### src/rtl/imem_loader.sv
// Byte-stream loader for the MIPS instruction memory: packs bytes big-endian into words,
// writes them at consecutive addresses and holds the core in reset until the load completes.
module imem_loader #(
  parameter int ADDR_W = 8
) (
  input  logic              clk,
  input  logic              reset,
  input  logic              start,
  input  logic [7:0]        byte_in,
  input  logic              byte_valid,
  output logic              byte_ready,
  input  logic              byte_last,
  output logic              imem_we,
  output logic [ADDR_W-1:0] imem_addr,
  output logic [31:0]       imem_wdata,
  output logic              cpu_hold,
  output logic              done,
  output logic [ADDR_W:0]   word_count,
  output logic              err_partial,
  output logic              err_overflow
);

  typedef enum logic [1:0] {IDLE, LOAD, WRITE, DONE} state_t;

  localparam logic [ADDR_W:0] MAX_WORDS = (ADDR_W+1)'(1) << ADDR_W;

  state_t          state_q;
  logic [1:0]      idx_q;
  logic [31:0]     word_q;
  logic [31:0]     word_d;
  logic            last_q;
  logic [ADDR_W:0] count_d;

  // Merge the incoming byte into the partial word; the first byte lands in the MSB.
  always_comb begin
    word_d = word_q;
    case (idx_q)
      2'd0:    word_d[31:24] = byte_in;
      2'd1:    word_d[23:16] = byte_in;
      2'd2:    word_d[15:8]  = byte_in;
      default: word_d[7:0]   = byte_in;
    endcase
  end

  assign count_d = word_count + 1'b1;

  always_ff @(posedge clk) begin
    if (reset) begin
      state_q      <= IDLE;
      idx_q        <= 2'd0;
      word_q       <= 32'h0;
      last_q       <= 1'b0;
      byte_ready   <= 1'b0;
      imem_we      <= 1'b0;
      imem_addr    <= '0;
      imem_wdata   <= 32'h0;
      cpu_hold     <= 1'b1;
      done         <= 1'b0;
      word_count   <= '0;
      err_partial  <= 1'b0;
      err_overflow <= 1'b0;
    end else begin
      imem_we <= 1'b0;
      case (state_q)
        IDLE, DONE: begin
          if (start) begin
            state_q      <= LOAD;
            idx_q        <= 2'd0;
            word_q       <= 32'h0;
            last_q       <= 1'b0;
            byte_ready   <= 1'b1;
            cpu_hold     <= 1'b1;
            done         <= 1'b0;
            word_count   <= '0;
            err_partial  <= 1'b0;
            err_overflow <= 1'b0;
          end
        end
        LOAD: begin
          if (byte_valid && byte_ready) begin
            if (idx_q == 2'd3 || byte_last) begin
              // A final byte before the word is full leaves the low bytes zero.
              state_q     <= WRITE;
              byte_ready  <= 1'b0;
              imem_we     <= 1'b1;
              imem_addr   <= word_count[ADDR_W-1:0];
              imem_wdata  <= word_d;
              last_q      <= byte_last;
              err_partial <= byte_last && (idx_q != 2'd3);
            end else begin
              word_q <= word_d;
              idx_q  <= idx_q + 2'd1;
            end
          end
        end
        WRITE: begin
          word_count <= count_d;
          idx_q      <= 2'd0;
          word_q     <= 32'h0;
          if (last_q || count_d == MAX_WORDS) begin
            state_q      <= DONE;
            done         <= 1'b1;
            cpu_hold     <= 1'b0;
            err_overflow <= !last_q;
          end else begin
            state_q    <= LOAD;
            byte_ready <= 1'b1;
          end
        end
        default: state_q <= IDLE;
      endcase
    end
  end

endmodule

### config.mk
export PLATFORM = sky130hd
export DESIGN_NAME = imem_loader
export DESIGN_NICKNAME = d
export VERILOG_FILES = /design/src/rtl/imem_loader.sv
export SDC_FILE = /design/constraint.sdc
export NUM_CORES = 1
export LEC_CHECK = 0
export BUFFER_PORTS_ARGS = -buffer_cell sky130_fd_sc_hd__buf_2
export CAP_MARGIN = 15
export CORE_ASPECT_RATIO = 0.9
export CORE_MARGIN = 1
export CORE_UTILIZATION = 38
export DETAILED_ROUTE_END_ITERATION = 10
export GPL_TIMING_DRIVEN = 0
export PLACE_DENSITY = 0.7
export SLEW_MARGIN = 20
export SYNTH_ARGS = -nofsm -noshare
export SYNTH_HDL_FRONTEND = slang
export SYNTH_SLANG_ARGS = --single-unit
### constraint.sdc
create_clock -name clk -period 3.2 [get_ports clk]
set_clock_uncertainty 0.2 [all_clocks]
set_input_delay 0.32 -clock clk [delete_from_list [all_inputs] [get_ports clk]]
set_output_delay 0.32 -clock clk [all_outputs]
set_load 0.05 [all_outputs]
-- Yosys cells after proc, flatten, opt, wreduce, memory -nomap -nowiden
Index checks and enable logic that the tools add are counted.
- logic and storage cells: 88
- output and inout port bits: 55
- register bits after elaboration: 92
- bits of input ports: 13
- add/sub/neg operators: 2
- muxes and demuxes: 38
- bitwise operators: 2
- reductions and logical operators: 19
- equal/unequal tests: 14
- operator list (kind ; number):
    2-to-1 mux 32 bit ; 3
    case mux 32 bit (3 select lines) ; 1
    2-to-1 mux 8 bit ; 4
    case mux 9 bit (2 select lines) ; 1
    2-to-1 mux 2 bit ; 7
    != test 2 bit (second input constant) ; 7
    2-to-1 mux 1 bit ; 13
    case mux 2 bit (3 select lines) ; 2
    AND reduction 3 bit ; 4
    case mux 1 bit (2 select lines) ; 5
    adder 9 x 1 -> 9 bit (second input constant) ; 1
    == test 9 bit (second input constant) ; 1
    2-to-1 mux 9 bit ; 1
    == test 2 bit (second input constant) ; 4
    AND reduction 4 bit ; 2
    OR reduction 3 bit ; 2
    == test 2 x 1 -> 1 bit (second input constant) ; 2
    zero test 2 bit ; 2
    nonzero test 2 bit ; 2
    case mux 1 bit (3 select lines) ; 1
    adder 2 x 1 -> 2 bit (second input constant) ; 1
    logical AND 1 bit ; 2
    logical OR 1 bit ; 2
    inverter 1 bit ; 2
    other kinds (3) ; 3

-- Longest topological paths before layout
- depth after elaboration: 6
- mapped depth: 10
- depth with buffers taken out: 7

-- Least setup slack after synthesis
No wires, ideal clock.
- kind: register to register
- from: register word_count[1]
- to: register byte_ready
- setup time: 123 ps
- required time: 2877 ps
- arrival: 2245 ps
- slack: 631 ps
- stages on the path, launching flop included: 8
- buffers on the path: 1
- period minus slack after synthesis: 2569 ps
- cell sequence: dfxtp_1 > ha_1 > clkbuf_1 > nand3b_1 > nor3_1 > a311o_1 > a41oi_2 > mux2_1
- longest elaborated chain between the ends: 5
- ends and longest elaborated chain (element ; line ; text):
    from (decl) ; 18 ; output logic [ADDR_W:0] word_count,
    from (signal assigned) ; 97 ; word_count <= count_d;
    adder 9 x 1 -> 9 bit ; 45 ; assign count_d = word_count + 1'b1;
    == test 9 bit ; 100 ; if (last_q || count_d == MAX_WORDS) begin
    logical OR 1 bit ; 100 ;
    != test 2 bit (no source line) ; - ;
    AND reduction 4 bit (no source line) ; - ;
    to (signal assigned) ; 71 ; byte_ready <= 1'b1;
    to (signal assigned) ; 84 ; byte_ready <= 1'b0;
    to (signal assigned) ; 107 ; byte_ready <= 1'b1;
    to (decl) ; 11 ; output logic byte_ready,
No other way between the ends.
A chain may end at the register's enable or synchronous reset.

-- Worst setup path after layout
- from: register state_q[0]
- to: register word_q[17]
- longest elaborated chain between the ends: 4
- elaborated cells on any way between the ends: 10
- those cells by class: 6 x eq/ne; 1 x mux; 3 x reduce/logical
- ends and longest elaborated chain (element ; line ; text):
    from (decl) ; 27 ; state_t state_q;
    from (signal assigned) ; 49 ; state_q <= IDLE;
    from (signal assigned) ; 67 ; state_q <= LOAD;
    from (signal assigned) ; 83 ; state_q <= WRITE;
    == test 2 bit or zero test 2 bit (tied branches) ; 64 ; case (state_q)
    OR reduction 2 bit ; 64 ;
    != test 2 bit (no source line) ; - ;
    AND reduction 3 bit (no source line) ; - ;
    to (signal assigned) ; 91 ; word_q <= word_d;
    to (decl) ; 29 ; logic [31:0] word_q;
Parallel ways exist; a longest one is shown, timed or not.

==> results.cfg <==
[status]
status = completed

[cts]
clkLatencyLatePin_ns = 0.34
clk_pin_slew_worst_paths_ns = 0.07
cts.sinks = 92
htreeDepth = 3
cts_buffer_depth = 2
post-cts-setup-buffers = 0
cts_root_buffer = clkbuf_16
hold_buffers = 0
cts_tree = done
ctsResizeCount = 0
numCtsBuffers = 9

[sta]
slew_headroom_pct = 53.3
final-setup-viol-count = 0
hold_violations = 0
slew_viol_final = 0
rsz0062_at_grt = no
tightestPinTransition_ns = 0.696
finalSetupTns_ns = 0
max_freq_ghz = 0.375
setup_ws_ns = 0.532
post-route-period-util_pct = 83.4
fin_crit_ns = 2.67

[routing]
drt_pass1_iterations = 5
ant_nets = 0
drc = 0
drt-total-wl_um = 10000
viasPerCell = 5.29
via_count = 3483
wl_per_cell_um = 15.2
drt-initial-drc-count = 214

[die]
die_area_um2 = 11000
ios = 68
die_x_um = 110
rows = 35
design.core.area_um2 = 10200
die_y_um = 99.6
start_util_pct = 39.3

[placed_design]
io_buffer_count = 66
hpwl_um = 7210
preCtsSetupSlack_ns = 0.585
place_area_um2 = 4520
gp_congestion = 0.853

[synthesis]
synth_top_family_by_area = compound AO/OA/AOI/OAI gates
syn_inst = 447
ys_seq_area_share_pct = 45.8
synth_compound_area_share_pct = 19.8
yosys_most_used_dff = dfxtp_1
synthMuxAreaShare_pct = 9.27
yosysWarnings = 0
synth-async-reset-ratio_pct = 0
synth_nets = 469
avgSynthCellArea_um2 = 9.00
yosysUniqueCellTypes = 53
synth_area_um2 = 4020
synth_edf_count = 0
ys_ff_latch = 92
synth_simple_gate_area_share_pct = 18.2
synth_fa_ha_area_share_pct = 2.80
synth-xor-area-share_pct = 0

[flow_run]
maxCapViolCount = 0

[pwr]
ir_drop_mv = 0.284
p_leak_nw = 1.91
power_density_nw_per_um2 = 630

[global_route]
antenna_found_initial = 0
grt_usage_pct = 18.4
grt_pass1_vias = 3287
grt_pass1_wl_um = 16200
grt_max_degree = 20
grt_overflow = 0

[critical_path]
crit_fanout = 8
r2r_start = state_q[0]
cp-endpoint = word_q[17]
critPathKind = reg -> reg
start_kind = flip-flop
startpoint = state_q[0]
worstReg2RegEnd = word_q[17]
cp_data_arrival_time_ns = 2.68
rr_worst_depth = 9
worstPathRequired_ns = 3.21
cp-end-kind = flip-flop
rrSetupSlack_ns = 0.53

[finish]
diodes = 0
final_area_um2 = 4820
final_nets = 546
num-fill-cells = 1001
layout_commonest_cell = dfxtp_1
final_layout_size_suffix_gt1_share_pct = 19.5
syn_to_final_growth_pct = 19.8
layout_common_cells = dfxtp_1, nor2_1, buf_2

[hold_path]
hold_class = in -> reg
[per-stage QoR]
step           util (%)  total power [W]  hold slack (ns)  instances
3_3_place_gp       44.1          0.00196            0.243        642
5_1_grt            47.0          0.00317            0.176        658
4_1_cts            47.0          0.00305            0.160        658
2_1_floorplan         -          0.00179            0.229        447
3_5_place_dp       44.1          0.00198            0.243        642
6_report           47.0          0.00304            0.170        658
[layout make-up]
class	instances	area, µm²	area share [%]
Clock buffer	9	225	4.67
Timing Repair Buffer	66	330	6.85
Clock inverter	7	78.8	1.64
Buffer	33	138	2.86
Sequential cell	92	1840	38.2
Tap cell	129	161	3.35
Inverter	8	30.0	0.623
Multi-Input combinational cell	314	2010	41.8
[cells by family after synthesis]
kind of cell / count (synthesis)
AO/OA/AOI/OAI: 111
adder cells (fa/ha/maj): 9
multiplexers: 37
buffers and inverters: 41
AND/OR/NAND/NOR: 157
flip-flops: 92
[worst min path at each step]
| stage | startpoint | end | slack [ns] | cells after the start |
|---|---|---|---|---|
| 2_1_floorplan | word_q[0] | word_q[0] | 0.23 | 1 |
| 5_1_grt | byte_in[6] | word_q[22] | 0.18 | 3 |
| 6_report | byte_in[5] | word_q[13] | 0.17 | 3 |
| 4_1_cts | byte_in[5] | word_q[29] | 0.16 | 3 |
| 3_3_place_gp | word_q[0] | word_q[0] | 0.24 | 1 |
| 3_5_place_dp | word_q[2] | word_q[2] | 0.24 | 1 |
[synth_stat cells, types with 2 or more instances]
cell      count  area share, %
a21oi_1      16            2.0
and2_1       15            2.3
nor4_1        2           0.31
nor3_1        7           0.87
a32oi_1       3           0.65
a21o_1        3           0.56
inv_1         7           0.65
nor2_1       76            7.1
nand3b_1      2           0.37
o21ai_1       5           0.62
clkbuf_1     24            2.2
o21ai_0       7           0.87
a22oi_1      29            5.4
dfxtp_1      92             46
ha_1          9            2.8
nand3_1       3           0.37
nand2b_1      3           0.47
buf_2         7           0.87
nand4_1       2           0.31
a211oi_1     34            6.3
nor2b_1       4           0.62
mux2i_1      35            8.7
nand2_1      32            3.0
[critical path, cell delays in order (launching register included)]
cell      delay [ns]
dfxtp_1         0.38
inv_1           0.06
ha_1            0.28
clkbuf_1        0.18
nor2b_1         0.16
buf_2           0.19
a21oi_1         0.40
o21ai_1         0.34
a22oi_1         0.28
nor2_1          0.06
[per-layer routing]
metal  up-vias  global-route usage, %  wire, µm
met1      1634                   25.0      4940
met4         0                   8.00       145
li1       1746                      -         -
met2        91                   28.2      4410
met3        12                   4.02       531
met5         -                      0         0
[state kept, by name (all words and copies together) (netlist names)]
| name | cells |
|---|---|
| err_overflow | 1 |
| cpu_hold | 1 |
| done | 1 |
| idx_q | 2 |
| state_q | 2 |
| imem_wdata | 32 |
| word_q | 32 |
| err_partial | 1 |
| last_q | 1 |
| byte_ready | 1 |
| word_count | 9 |
| imem_addr | 8 |
| imem_we | 1 |
[report_power, final]
| part | switching (W) | leakage, nW | internal (W) |
|---|---|---|---|
| sequential | 0.0000362 | 0.742 | 0.00120 |
| combinational | 0.000542 | 1.01 | 0.000185 |
| clock | 0.000521 | 0.150 | 0.000559 |
| total | 0.00110 | 1.91 | 0.00194 |
Power figures use the tool's default switching activity.
